**src/rtl/uart_cmd_parser.sv**
```systemverilog
// ============================================================================
// uart_cmd_parser -- parses 8-byte pulse-command frames from a UART receiver
// Rev 1.0
// ============================================================================
`default_nettype none

module uart_cmd_parser #(
  parameter logic [25:0] CLK_FREQ    = 26'd50_000_000,
  parameter logic [13:0] UART_BPS    = 14'd9600,
  parameter logic [7:0]  HEADER      = 8'h07,
  parameter int unsigned TIMEOUT_CYC = (CLK_FREQ / UART_BPS) * 20
) (
  input  logic       sys_clk,
  input  logic       sys_rst_n,
  input  logic [7:0] pi_data,
  input  logic       pi_flag,
  output logic       pulse_en1,
  output logic       pulse_en2,
  output logic [7:0] width1,
  output logic [7:0] width2,
  output logic [7:0] interval,
  output logic       cfg_valid,
  output logic       frame_err,
  output logic [7:0] ack_data,
  output logic       ack_flag
);

  localparam int unsigned GAP_W = (TIMEOUT_CYC < 2) ? 1 : $clog2(TIMEOUT_CYC);
  // Timeout fires on the edge where the count would reach TIMEOUT_CYC
  localparam logic [GAP_W-1:0] GAP_LAST = GAP_W'(TIMEOUT_CYC - 1);
  localparam logic [7:0] ACK_OK  = 8'hA5;
  localparam logic [7:0] ACK_BAD = 8'hEE;

  typedef enum logic [1:0] {
    S_IDLE  = 2'd0,
    S_RECV  = 2'd1,
    S_CHECK = 2'd2
  } state_t;

  state_t           state;
  logic [2:0]       byte_idx;
  logic [GAP_W-1:0] gap_cnt;
  logic [7:0]       frame_buf [8];
  logic [7:0]       frame_xor;

  // XOR over all eight bytes is zero exactly when B7 equals XOR of B0..B6
  always_comb begin
    frame_xor = 8'h00;
    for (int i = 0; i < 8; i++) begin
      frame_xor = frame_xor ^ frame_buf[i];
    end
  end

  always_ff @(posedge sys_clk or negedge sys_rst_n) begin
    if (!sys_rst_n) begin
      state     <= S_IDLE;
      byte_idx  <= 3'd0;
      gap_cnt   <= '0;
      for (int i = 0; i < 8; i++) begin
        frame_buf[i] <= 8'h00;
      end
      pulse_en1 <= 1'b0;
      pulse_en2 <= 1'b0;
      width1    <= 8'h00;
      width2    <= 8'h00;
      interval  <= 8'h00;
      cfg_valid <= 1'b0;
      frame_err <= 1'b0;
      ack_data  <= 8'h00;
      ack_flag  <= 1'b0;
    end else begin
      cfg_valid <= 1'b0;
      frame_err <= 1'b0;
      ack_flag  <= 1'b0;

      case (state)
        S_IDLE: begin
          gap_cnt <= '0;
          if (pi_flag && (pi_data == HEADER)) begin
            frame_buf[0] <= pi_data;
            byte_idx     <= 3'd1;
            state        <= S_RECV;
          end
        end

        S_RECV: begin
          if (pi_flag) begin
            frame_buf[byte_idx] <= pi_data;
            byte_idx            <= byte_idx + 3'd1;
            gap_cnt             <= '0;
            if (byte_idx == 3'd7) begin
              state <= S_CHECK;
            end
          end else if (gap_cnt == GAP_LAST) begin
            frame_err <= 1'b1;
            state     <= S_IDLE;
            byte_idx  <= 3'd0;
            gap_cnt   <= '0;
            for (int i = 0; i < 8; i++) begin
              frame_buf[i] <= 8'h00;
            end
          end else begin
            gap_cnt <= gap_cnt + 1'b1;
          end
        end

        S_CHECK: begin
          state    <= S_IDLE;
          byte_idx <= 3'd0;
          ack_flag <= 1'b1;
          if (frame_xor == 8'h00) begin
            pulse_en1 <= frame_buf[1][0];
            pulse_en2 <= frame_buf[2][0];
            width1    <= frame_buf[3];
            width2    <= frame_buf[4];
            interval  <= frame_buf[5];
            cfg_valid <= 1'b1;
            ack_data  <= ACK_OK;
          end else begin
            frame_err <= 1'b1;
            ack_data  <= ACK_BAD;
          end
        end

        default: begin
          state    <= S_IDLE;
          byte_idx <= 3'd0;
        end
      endcase
    end
  end

endmodule

`default_nettype wire

```
**config.mk**
```make
export PLATFORM = sky130hd
export DESIGN_NAME = uart_cmd_parser
export DESIGN_NICKNAME = d
export VERILOG_FILES = /design/src/rtl/uart_cmd_parser.sv
export SDC_FILE = /design/constraint.sdc
export NUM_CORES = 1
export LEC_CHECK = 0
export ABC_AREA = 1
export CORE_ASPECT_RATIO = 2
export CORE_MARGIN = 2
export CORE_UTILIZATION = 50
export CTS_CLUSTER_DIAMETER = 50
export CTS_CLUSTER_SIZE = 24
export DETAILED_ROUTE_END_ITERATION = 8
export PLACE_DENSITY = 0.7
export SLEW_MARGIN = 20
export SYNTH_ARGS = -nofsm -noshare
export SYNTH_HDL_FRONTEND = slang
export SYNTH_SLANG_ARGS = --single-unit
```
**constraint.sdc**
```tcl
create_clock -name sys_clk -period 2.05 [get_ports sys_clk]
set_input_delay 0.3075 -clock sys_clk [delete_from_list [all_inputs] [get_ports sys_clk]]
set_output_delay 0.3075 -clock sys_clk [all_outputs]
set_load 0.01 [all_outputs]
```
==> results.yml <==
logic_synthesis:
  synth.area.mux_share_pct: 0
  ys_ff_latch: 118
  yosys.area.top_type: "dfrtp_1"
  synth-adder-area-share_pct: 1.24
  yosysTopAreaCellShare_pct: 48.9
  synthXorXnorAreaFrac_pct: 3.33
  synth-edff-count: 0
  syn-instance-count: 756
  avgSynthCellArea_um2: 7.99
  yosysWarnings: 0
  yosys.area_share.simple_pct: 24.3
  ys_top_cells_by_area: "dfrtp_1 (49%), nand2_1 (15%), inv_1 (6.6%), o21ai_0 (5.9%), o21ai_2 (4.1%)"
  yosysSeqAreaShare_pct: 48.9
  syn-num-nets: 773
  synth_common_cells: "nand2_1 (247), dfrtp_1 (118), inv_1 (106)"
  yosysUniqueCellTypes: 35
  synthArstFlopShare_pct: 100
  syn_area_um2: 6040
  synth_top_family_by_area: "simple AND/OR/NAND/NOR gates"
  synth.most_common_cell: "nand2_1"
  ys.flop_type: "dfrtp_1"
  synth-compound-area-share_pct: 13.0
placed_design:
  place_area_um2: 6840
  gp_congestion: 0.853
  portBuffers: 46
  dpl.cell_count: 965
  hpwlAfterDp_um: 11200
  pre_cts_ws_ns: 0.0556
worst_setup_path:
  start_kind: "flop"
  crit_path_end_kind: "flop"
  crit_arrival_ns: 2.35
  r2r-start: "gap_cnt[1]"
  cp.required_ns: 2.34
  crit_fanout: 5
  startpoint: "gap_cnt[1]"
  worstSetupPathType: "flop to flop"
power_and_ir_drop:
  power.density_nw_per_um2: 1340
  ir_drop_mv: 0.947
  p_total_mw: 10.8
  p_leak_nw: 3.80
sta:
  rsz0062_at_grt: "true"
  finalSetupViolations: 4
  max-slew-margin-rel_pct: 55.9
  setup_ws_ns: -0.00487
  min_period_ns: 2.05
  tns_ns: -0.0165
  fmax_mhz: 487
  final_hold_viol_count: 28
  post-route-period-util_pct: 100
  whs_ns: -0.0305
  tightest_slew_ns: 0.662
  finalMaxSlewViolations: 0
  skew_ns: 0.00893
floorplan:
  rows: 56
  core_um2: 11800
  die-width_um: 81.7
  dieArea_um2: 13000
  io_pins: 48
  start_util_pct: 51.3
  die_h_um: 159
route:
  vias: 5535
  wl_per_cell_um: 17.2
  drt_wl_total_um: 17300
  viasPerCell: 5.48
  drtIter0Drc: 393
  drc_errors: 0
  ant_nets: 0
  drtPass1Iterations: 5
grt:
  antenna_found_initial: 0
  track_usage_pct: 24.8
  grt_overflow_total: 0
  grt_max_degree: 119
  grt_pass1_vias: 5352
  grt_pass1_wl_um: 24900
finish:
  antenna_cells: 0
  final_cells: 1010
  fin_util_pct: 68.7
  fin_nets: 869
  drive_gt1_share_pct: 22.9
  synthToLayoutAreaGrowth_pct: 33.8
  final_cell_area_um2: 8090
clock_tree:
  cts_buffers: 17
  clkSinkCount: 118
  cts_tree: "done"
  clkLatencyLatePin_ns: 0.41
  cts-root-buf: "clkbuf_16"
  cts_buffer_depth: 2
  cts.reportedPaths.clkPinSlew_ns: 0.06
  cts_hold_buf: 0
  cts_max_level: 4
hold_path:
  hp-class: "primary input to asynchronous set/reset pin"
status:
  violations: "negative hold slack, negative setup slack"
  status: "finished with violations"
flow_run:
  maxCapViolCount: 0
-- worst paths after layout --
kind                                  to  slack (ns)  depth (start not counted)
min                          interval[7]       -0.03                          2
max reg2reg                 frame_buf[3]      -0.005                         10
min reg2reg                    width2[2]        0.48                          2
max                         frame_buf[3]      -0.005                         10
min in group sys_clk           width2[2]        0.48                          2
max in group asynchronous  frame_buf[44]        1.56                          2
-- critical path: stages, from the launching register on --
cell and delay (ns):
dfrtp_1 0.41, ha_4 0.18, nand3_4 0.09, nor4_4 0.28, nand2_2 0.12, o21ai_4 0.20
buf_6 0.15, nand2_8 0.08, a21oi_4 0.19, buf_6 0.17, o21ai_2 0.05
-- report_power, final --
part	leakage [nW]	total [mW]	switching (mW)	internal, mW
clock	0.324	3.44	1.11	2.33
combinational	1.87	4.15	2.62	1.53
sequential	1.61	3.21	0.430	2.78
-- layout make-up --
cell class,instances,area [um^2]
Inverter,109,423
Clock buffer,18,439
Sequential cell,118,2950
Timing Repair Buffer,94,945
Clock inverter,14,246
Fill cell,934,3680
Tap cell,145,181
Multi-Input combinational cell,512,2900
-- per-layer routing --
metal | vias to the layer above | GRT usage, % | wire length (um)
li1 | 2577 | - | -
met1 | 2668 | 25.1 | 5920
met2 | 207 | 43.9 | 9420
met3 | 83 | 4.48 | 625
met4 | 0 | 16.5 | 1360
met5 | - | 0 | 0
-- cell usage in the layout, fill, tap and decap left out, types with 2 or more instances in the layout --
cell type        count
buf_8                2
xnor2_1              9
nor3_1               4
buf_12               2
o21ai_2             48
nor2_4               2
nand3b_1             3
nor2_1              34
buf_4               33
clkbuf_16           20
clkinvlp_4           3
nand2_2             17
o21ai_0             31
nand4_1              5
clkdlybuf4s50_1     45
inv_6                3
dfrtp_1            118
inv_2                7
nand2_1            225
nor2_2               9
o21ai_1             31
ha_1                 4
a21oi_1              4
buf_6                9
a21oi_4              5
xor2_1              12
inv_1              101
nand3_4              5
or2_2                2
nand2_4              6
o22ai_1              5
xnor2_2              2
nand3_1             31
clkinv_4             2
nand2b_1             2
nor3_2               6
bufinv_16            6
-- flip-flops by register name (all words and copies together) (netlist names), 2 cells and up --
register / cells
ack_data: 3
interval: 8
width2: 8
width1: 8
byte_idx: 3
gap_cnt: 17
frame_buf: 64
state: 2
-- cells by family after synthesis --
kind of cell	count (synthesis)
AND/OR/NAND/NOR	352
AO/OA/AOI/OAI	128
buffers and inverters	128
flip-flops	118
XOR/XNOR	23
adder cells (fa/ha/maj)	6
other	1
-- what timing repair did --
item | in CTS | in global routing
setup endpoints to repair | 0 | 103
setup buffers | 0 | 6
resized for setup | 0 | 139
No activity file was read; power rests on OpenSTA's default activity.
